===== src/rtl/ps2_keymatrix_if.sv =====
// Bundle of the PS/2 lines, the key-matrix read port and the external keymap
// lookup handshake shared between the key-matrix block and its surroundings.
`timescale 1ns/1ps
interface ps2_keymatrix_if #(
    parameter int ROWS = 16,
    parameter int COLS = 8
);
    localparam int ROW_W = (ROWS > 1) ? $clog2(ROWS) : 1;
    localparam int COL_W = (COLS > 1) ? $clog2(COLS) : 1;

    logic             ps2_clk;
    logic             ps2_data;
    logic [ROW_W-1:0] kbd_adr;
    logic [COLS-1:0]  keydata;
    logic [8:0]       map_code;
    logic [ROW_W-1:0] map_row;
    logic [COL_W-1:0] map_col;
    logic             map_valid;
    logic             kbd_clear;
    logic             scan_valid;
    logic [7:0]       scan_code;
    logic             err_parity;
    logic             err_frame;

    // Host side: drives the PS/2 lines, the read address and the keymap answers.
    modport master (
        output ps2_clk, ps2_data, kbd_adr, map_row, map_col, map_valid, kbd_clear,
        input  keydata, map_code, scan_valid, scan_code, err_parity, err_frame
    );

    // Key-matrix side.
    modport slave (
        input  ps2_clk, ps2_data, kbd_adr, map_row, map_col, map_valid, kbd_clear,
        output keydata, map_code, scan_valid, scan_code, err_parity, err_frame
    );
endinterface


===== src/rtl/ps2_keymatrix.sv =====
// PS/2 keyboard receiver feeding a ROWS x COLS key matrix. Bytes are framed,
// checked, then decoded (E0/F0 prefixes, Pause skip, reset bytes) and turned
// into set/clear operations on the matrix via an external keymap lookup.
`timescale 1ns/1ps
module ps2_keymatrix #(
    parameter int ROWS        = 16,
    parameter int COLS        = 8,
    parameter int TIMEOUT_CYC = 50000,
    parameter int FILTER      = 4
) (
    input  logic          clk,
    input  logic          reset,
    ps2_keymatrix_if.slave bus
);
    localparam int ROW_W  = (ROWS > 1) ? $clog2(ROWS) : 1;
    localparam int COL_W  = (COLS > 1) ? $clog2(COLS) : 1;
    localparam int FILT_W = $clog2(FILTER + 1);
    localparam int TO_W   = $clog2(TIMEOUT_CYC + 1);

    localparam logic [FILT_W-1:0] FILT_LAST = FILT_W'(FILTER - 1);
    localparam logic [TO_W-1:0]   TO_LIMIT  = TO_W'(TIMEOUT_CYC);
    localparam logic [ROW_W:0]    ROW_LIMIT = (ROW_W + 1)'(ROWS);
    localparam logic [COL_W:0]    COL_LIMIT = (COL_W + 1)'(COLS);

    typedef enum logic [1:0] {RX_IDLE, RX_SHIFT, RX_CHECK} rxState_t;
    typedef enum logic [1:0] {D_IDLE, D_LOOKUP, D_WRITE} decState_t;

    logic [1:0]        r_clkSync;
    logic [1:0]        r_dataSync;
    logic              r_clkFilt;
    logic [FILT_W-1:0] r_filtCnt;

    rxState_t          r_rxState;
    logic [9:0]        r_shift;
    logic [3:0]        r_bitCnt;
    logic [TO_W-1:0]   r_toCnt;
    logic              r_scanValid;
    logic [7:0]        r_scanCode;
    logic              r_errParity;
    logic              r_errFrame;

    decState_t         r_decState;
    logic              r_e0Flag;
    logic              r_brkFlag;
    logic [2:0]        r_skipCnt;
    logic [8:0]        r_mapCode;
    logic [ROW_W-1:0]  r_mapRow;
    logic [COL_W-1:0]  r_mapCol;
    logic              r_mapHit;

    logic [COLS-1:0]   r_matrix [ROWS];
    logic [COLS-1:0]   r_keydata;

    logic w_clkS;
    logic w_dataS;
    logic w_filtFlip;
    logic w_fall;
    logic w_newByte;
    logic w_isResetByte;
    logic w_wipe;
    logic w_doWrite;

    assign w_clkS     = r_clkSync[1];
    assign w_dataS    = r_dataSync[1];
    assign w_filtFlip = (w_clkS != r_clkFilt) && (r_filtCnt == FILT_LAST);
    assign w_fall     = w_filtFlip && r_clkFilt;

    assign w_newByte     = (r_decState == D_IDLE) && r_scanValid && (r_skipCnt == 3'd0);
    assign w_isResetByte = (r_scanCode == 8'hAA) || (r_scanCode == 8'h00) || (r_scanCode == 8'hFF);
    assign w_wipe        = bus.kbd_clear || (w_newByte && w_isResetByte);
    assign w_doWrite     = (r_decState == D_WRITE) && r_mapHit;

    // Two-flop synchronisers for both PS/2 lines; idle level of the bus is high.
    always_ff @(posedge clk or posedge reset) begin
        if (reset) begin
            r_clkSync  <= 2'b11;
            r_dataSync <= 2'b11;
        end else begin
            r_clkSync  <= {r_clkSync[0], bus.ps2_clk};
            r_dataSync <= {r_dataSync[0], bus.ps2_data};
        end
    end

    // Deglitch ps2_clk: the filtered level only follows after FILTER agreeing samples.
    always_ff @(posedge clk or posedge reset) begin
        if (reset) begin
            r_clkFilt <= 1'b1;
            r_filtCnt <= '0;
        end else if (w_clkS == r_clkFilt) begin
            r_filtCnt <= '0;
        end else if (w_filtFlip) begin
            r_clkFilt <= w_clkS;
            r_filtCnt <= '0;
        end else begin
            r_filtCnt <= r_filtCnt + 1'b1;
        end
    end

    // Frame receiver: start bit, 8 data bits LSB first, odd parity, stop bit, with an inter-edge timeout.
    always_ff @(posedge clk or posedge reset) begin
        if (reset) begin
            r_rxState   <= RX_IDLE;
            r_shift     <= '0;
            r_bitCnt    <= '0;
            r_toCnt     <= '0;
            r_scanValid <= 1'b0;
            r_scanCode  <= '0;
            r_errParity <= 1'b0;
            r_errFrame  <= 1'b0;
        end else begin
            r_scanValid <= 1'b0;
            r_errParity <= 1'b0;
            r_errFrame  <= 1'b0;
            case (r_rxState)
                RX_IDLE: begin
                    r_toCnt <= '0;
                    if (w_fall) begin
                        if (!w_dataS) begin
                            r_rxState <= RX_SHIFT;
                            r_bitCnt  <= '0;
                        end else begin
                            r_errFrame <= 1'b1;
                        end
                    end
                end
                RX_SHIFT: begin
                    if (w_fall) begin
                        r_shift <= {w_dataS, r_shift[9:1]};
                        r_toCnt <= '0;
                        if (r_bitCnt == 4'd9) begin
                            r_rxState <= RX_CHECK;
                        end else begin
                            r_bitCnt <= r_bitCnt + 4'd1;
                        end
                    end else if (r_toCnt == TO_LIMIT) begin
                        r_errFrame <= 1'b1;
                        r_rxState  <= RX_IDLE;
                    end else begin
                        r_toCnt <= r_toCnt + 1'b1;
                    end
                end
                RX_CHECK: begin
                    r_rxState <= RX_IDLE;
                    if (!r_shift[9]) begin
                        r_errFrame <= 1'b1;
                    end else if (!(^r_shift[8:0])) begin
                        r_errParity <= 1'b1;
                    end else begin
                        r_scanValid <= 1'b1;
                        r_scanCode  <= r_shift[7:0];
                    end
                end
                default: r_rxState <= RX_IDLE;
            endcase
        end
    end

    // Byte decoder: tracks prefixes and the Pause skip, and sequences the keymap lookup and matrix write.
    always_ff @(posedge clk or posedge reset) begin
        if (reset) begin
            r_decState <= D_IDLE;
            r_e0Flag   <= 1'b0;
            r_brkFlag  <= 1'b0;
            r_skipCnt  <= '0;
            r_mapCode  <= '0;
            r_mapRow   <= '0;
            r_mapCol   <= '0;
            r_mapHit   <= 1'b0;
        end else begin
            case (r_decState)
                D_IDLE: begin
                    if (r_scanValid) begin
                        if (r_skipCnt != 3'd0) begin
                            r_skipCnt <= r_skipCnt - 3'd1;
                        end else if (r_scanCode == 8'hE0) begin
                            r_e0Flag <= 1'b1;
                        end else if (r_scanCode == 8'hF0) begin
                            r_brkFlag <= 1'b1;
                        end else if (r_scanCode == 8'hE1) begin
                            r_skipCnt <= 3'd7;
                        end else if (w_isResetByte) begin
                            r_e0Flag  <= 1'b0;
                            r_brkFlag <= 1'b0;
                        end else begin
                            r_mapCode  <= {r_e0Flag, r_scanCode};
                            r_decState <= D_LOOKUP;
                        end
                    end
                end
                D_LOOKUP: begin
                    r_mapRow   <= bus.map_row;
                    r_mapCol   <= bus.map_col;
                    r_mapHit   <= bus.map_valid &&
                                  ({1'b0, bus.map_row} < ROW_LIMIT) &&
                                  ({1'b0, bus.map_col} < COL_LIMIT);
                    r_decState <= D_WRITE;
                end
                D_WRITE: begin
                    r_e0Flag   <= 1'b0;
                    r_brkFlag  <= 1'b0;
                    r_decState <= D_IDLE;
                end
                default: r_decState <= D_IDLE;
            endcase
        end
    end

    // Key matrix storage: a clear (external or reset byte) wins over a make/break write.
    always_ff @(posedge clk or posedge reset) begin
        if (reset) begin
            for (int i = 0; i < ROWS; i++) begin
                r_matrix[i] <= '0;
            end
        end else if (w_wipe) begin
            for (int i = 0; i < ROWS; i++) begin
                r_matrix[i] <= '0;
            end
        end else if (w_doWrite) begin
            r_matrix[r_mapRow][r_mapCol] <= ~r_brkFlag;
        end
    end

    // Registered row read port; out-of-range addresses read as all released.
    always_ff @(posedge clk or posedge reset) begin
        if (reset) begin
            r_keydata <= '0;
        end else if ({1'b0, bus.kbd_adr} < ROW_LIMIT) begin
            r_keydata <= r_matrix[bus.kbd_adr];
        end else begin
            r_keydata <= '0;
        end
    end

    assign bus.keydata    = r_keydata;
    assign bus.map_code   = r_mapCode;
    assign bus.scan_valid = r_scanValid;
    assign bus.scan_code  = r_scanCode;
    assign bus.err_parity = r_errParity;
    assign bus.err_frame  = r_errFrame;
endmodule


===== src/flat_wrapper.sv =====
// flat-port wrapper written by rule: the top's interface ports become plain ports
module ps2_keymatrix_flat 
#(
    parameter int ROWS        = 16,
    parameter int COLS        = 8,
    parameter int TIMEOUT_CYC = 50000,
    parameter int FILTER      = 4
)
  (clk, reset, bus_ps2_clk, bus_ps2_data, bus_kbd_adr, bus_map_row, bus_map_col, bus_map_valid, bus_kbd_clear, bus_keydata, bus_map_code, bus_scan_valid, bus_scan_code, bus_err_parity, bus_err_frame);
  ps2_keymatrix_if #(.ROWS(ROWS), .COLS(COLS)) bus_i ();
  input  logic clk;
  input  logic reset;
  input wire logic [$bits(bus_i.ps2_clk)-1:0] bus_ps2_clk;
  input wire logic [$bits(bus_i.ps2_data)-1:0] bus_ps2_data;
  input wire logic [$bits(bus_i.kbd_adr)-1:0] bus_kbd_adr;
  input wire logic [$bits(bus_i.map_row)-1:0] bus_map_row;
  input wire logic [$bits(bus_i.map_col)-1:0] bus_map_col;
  input wire logic [$bits(bus_i.map_valid)-1:0] bus_map_valid;
  input wire logic [$bits(bus_i.kbd_clear)-1:0] bus_kbd_clear;
  output wire logic [$bits(bus_i.keydata)-1:0] bus_keydata;
  output wire logic [$bits(bus_i.map_code)-1:0] bus_map_code;
  output wire logic [$bits(bus_i.scan_valid)-1:0] bus_scan_valid;
  output wire logic [$bits(bus_i.scan_code)-1:0] bus_scan_code;
  output wire logic [$bits(bus_i.err_parity)-1:0] bus_err_parity;
  output wire logic [$bits(bus_i.err_frame)-1:0] bus_err_frame;
  assign bus_i.ps2_clk = bus_ps2_clk;
  assign bus_i.ps2_data = bus_ps2_data;
  assign bus_i.kbd_adr = bus_kbd_adr;
  assign bus_i.map_row = bus_map_row;
  assign bus_i.map_col = bus_map_col;
  assign bus_i.map_valid = bus_map_valid;
  assign bus_i.kbd_clear = bus_kbd_clear;
  assign bus_keydata = bus_i.keydata;
  assign bus_map_code = bus_i.map_code;
  assign bus_scan_valid = bus_i.scan_valid;
  assign bus_scan_code = bus_i.scan_code;
  assign bus_err_parity = bus_i.err_parity;
  assign bus_err_frame = bus_i.err_frame;
  ps2_keymatrix #(.ROWS(ROWS), .COLS(COLS), .TIMEOUT_CYC(TIMEOUT_CYC), .FILTER(FILTER)) u_core (.clk(clk), .reset(reset), .bus(bus_i));
endmodule

===== config.mk =====
export PLATFORM = sky130hd
export DESIGN_NAME = ps2_keymatrix_flat
export DESIGN_NICKNAME = d
export VERILOG_FILES = /design/src/rtl/ps2_keymatrix_if.sv /design/src/rtl/ps2_keymatrix.sv /design/src/flat_wrapper.sv
export SDC_FILE = /design/constraint.sdc
export NUM_CORES = 1
export LEC_CHECK = 0
export CAP_MARGIN = 20
export CORE_ASPECT_RATIO = 1.1
export CORE_MARGIN = 1
export CORE_UTILIZATION = 41
export DETAILED_ROUTE_END_ITERATION = 8
export GPL_TIMING_DRIVEN = 0
export PLACE_DENSITY = 0.59
export SYNTH_ARGS = -nofsm -noshare
export SYNTH_HDL_FRONTEND = slang
export SYNTH_SLANG_ARGS = --single-unit

===== constraint.sdc =====
create_clock -name clk -period 9 [get_ports clk]
set_input_delay 1.8 -clock clk [delete_from_list [all_inputs] [get_ports clk]]
set_output_delay 1.8 -clock clk [all_outputs]
set_load 0.05 [all_outputs]

==> qor.txt <==
status - completed
max_slew headroom - 36.44%
Via Count - 8,957
CP max FO - 10
first-pass GRT wire length - 52,100 um
Pleak - 4.931 nW
cell with the most instances after synthesis - dfrtp_1
hold_buf cts - 0
hold slack final - 354.8 ps
Layout Skew - 21.35 ps
top cells by area, synth - dfrtp_1 (47%), mux4_2 (8.2%), a2111oi_0 (7.8%)
Setup Buffers After CTS - 0
sequential fraction of the synthesis area - 47.92%
Crit Path Class - in -> reg
number of global-route vias before repair - 8,978
DR WL/cell - 22.39 um
FILL cells - 2,408
critical path startpoint category - input pin
crit share post-route - 41.18%
Site Rows - 62
CTS tree - done
Mapped Area - 0.01103 mm2
Final Util - 48.40%
Initial Utilization - 41.94%
Starting DRT DRC Count - 718
DR DRC count - 0
initial antenna violation count - 1
gr usage total - 24.41%
type of destination of the critical path - register
Core Area - 0.02630 mm2
most area-hungry cell type in the Yosys netlist - dfrtp_1
Clock Tree Buf Depth - 3
Post-synth top flop - dfrtp_1
largest net degree at the start of global routing - 109
Final Setup Violations - 0
Setup WS pre-CTS - 4787 ps
Placer Congestion - 0.8987
vias per cell - 6.152
Placed Cells incl. Taps - 1,409
clk sinks - 211
DRT antenna net count - 0
yosys warns - 0
hpwl dp - 22,110 um
HP Class - reg -> reg
Mapped Cells - 1,016
Yosys cell types - 71
die height - 174.0 um
Final Max Slew Viols - 0
top cells by count, synth - dfrtp_1 (206), nor2_1 (122), a21oi_1 (117)
Reg power frac - 45.6%
Root Driver - clkbuf_16
Layout area overhead - 15.39%
number of synthesized flops with an enable pin - 0
Die W - 158.4 um
CP Data Required Time - 9380 ps
Sw Share - 24.50%
Clk network pwr share - 47.6%
final net count - 1,108
Overflow after GRT - 0
Max Clock Freq - 269.8 MHz
Worst-path clk slew - 60 ps
CP arrival - 4090 ps
non-filler cells, final - 1,456
Clk Latency, worst-skew pair - 540 ps
Pwr per Cell Area - 168.6 mW/mm2
max-capacitance violation count - 0
asr flop ratio synth - 100.0%
H-tree Lvls - 1
setup ws final - 5294 ps
Synth Net Count - 1,040
Routed WL - 32,600 um
register bit count reported by yosys - 211
post-cts resize count - 0
Port-buffer cells - 40
syn avg cell area - 10.86 um2
share of cells above drive strength 1 - 17.41%
Int Power - 1.621 mW
Initial DRT Pass Iterations - 5
top-level I/O count - 45
net load switching power - 0.5260 mW
Fin. Hold Viols - 0
top cell type's share of synthesized area - 46.73%
Worst-Margin Slew - 946.1 ps
die area - 0.02756 mm2
CTS Buf Count - 25
clock period minus worst slack - 3706 ps
Comb power frac - 6.8%
worst vdd ir - 125.5 uV
RSZ-0062 raised after global routing - false
## path summary, 6_finish.rpt
kind                                                        from                               to  slack (ps)  depth (start not counted)
max in group asynchronous                                  reset  u_core.r_matrix[80]$_DFFE_PP0P_        6150                          3
min in group asynchronous                                  reset  u_core.bus.err_parity$_DFF_PP0_        1820                          2
worst min-delay path              u_core.r_dataSync[0]$_DFF_PP1_   u_core.r_dataSync[1]$_DFF_PP1_         350                          0
worst min register to register    u_core.r_dataSync[0]$_DFF_PP1_   u_core.r_dataSync[1]$_DFF_PP1_         350                          0
worst max-delay path                              bus_kbd_adr[1]  u_core.bus.keydata[1]$_DFF_PP0_        5290                          4
worst max register to register  u_core.r_decState[1]$_DFFE_PP0P_  u_core.r_matrix[93]$_DFFE_PP0P_        6550                          6
## cells in the final DEF (no fill, tap or decap), types with 5 or more instances in the layout
master,count
buf_1,7
buf_4,8
xor2_1,7
nor2_1,122
clkbuf_1,62
o31ai_1,16
o21ai_0,18
inv_1,16
buf_2,33
nor2b_1,7
nor4_1,11
nand3b_1,6
dfrtp_1,206
nand3_1,8
nand2b_1,6
mux2_2,36
or3_1,15
ha_1,7
nor3_1,19
xnor2_1,6
and2_1,5
a2111oi_0,98
a211oi_1,7
o31a_1,14
and3_1,10
nand4_1,5
or2_2,7
nor3b_1,5
and4_1,5
mux4_2,40
dfstp_2,5
nand4b_1,7
nand2_1,20
clkdlybuf4s50_1,40
a21oi_1,117
clkbuf_16,25
## sequential cells by signal, indices dropped and copies added (netlist names), 2 cells and up
name,cells
u_core.bus.keydata,8
u_core.r_clkSync,2
u_core.r_filtCnt,3
u_core.r_mapCol,3
u_core.r_mapRow,4
u_core.bus.scan_code,8
u_core.r_dataSync,2
u_core.r_matrix,128
u_core.bus.map_code,9
u_core.r_bitCnt,4
u_core.r_shift,10
u_core.r_skipCnt,3
u_core.r_rxState,2
u_core.r_decState,2
u_core.r_toCnt,16
## critical path: stages
cell             delay (ps)
clkdlybuf4s50_1         600
clkbuf_1                680
mux4_2                  480
mux4_2                  510
## final cells by class
cell class,instances,area [um2],area share (%)
plain buffers,105,474.2,3.726
diodes,1,2.502,0.01966
repair buffers,41,427.9,3.362
multi-input cells,683,5206,40.90
clock inverters,10,112.6,0.8847
inverters,17,71.32,0.5603
well taps,352,440.4,3.460
flip-flops and latches,211,5286,41.53
clock buffers,36,706.9,5.554
## logic make-up after synthesis
kind of cell	after synthesis	synth area share [%]
AOI/OAI and AO/OA	292	18.17
xor gates and xnor gates	15	1.441
adders and majority gates	7	0.7940
buffers and inverters	122	4.878
DFF	211	47.92
muxes	78	12.14
and+or+nand+nor	291	14.66
## layer usage
layer	vias to the layer above	global-route usage (%)	wire (um)
met5	-	0	0
met4	0	7.772	984
met3	73	3.889	1937
met2	316	38.43	15480
met1	4559	34.31	14190
li1	4009	-	-
## stage by stage
step                power (mW)  TNS (ps)  cell area, um2
floorplan                1.098         0           11030
global placement         1.141   -345020           11870
detailed placement       1.145         0           11910
CTS                      2.161         0           12730
global route             2.219         0           12730
finish                   2.146         0           12730
## power groups by stage
| stage | Sequential [mW] | Combinational [mW] | Clock (mW) |
|---|---|---|---|
| after CTS | 0.979 | 0.149 | 1.03 |
| after detailed placement | 0.996 | 0.149 | 0 |
| after global placement | 0.996 | 0.145 | 0 |
| after floorplan | 0.994 | 0.104 | 0 |
| after global routing | 0.981 | 0.164 | 1.07 |
| final | 0.979 | 0.147 | 1.02 |
Power figures use the tool's default switching activity.
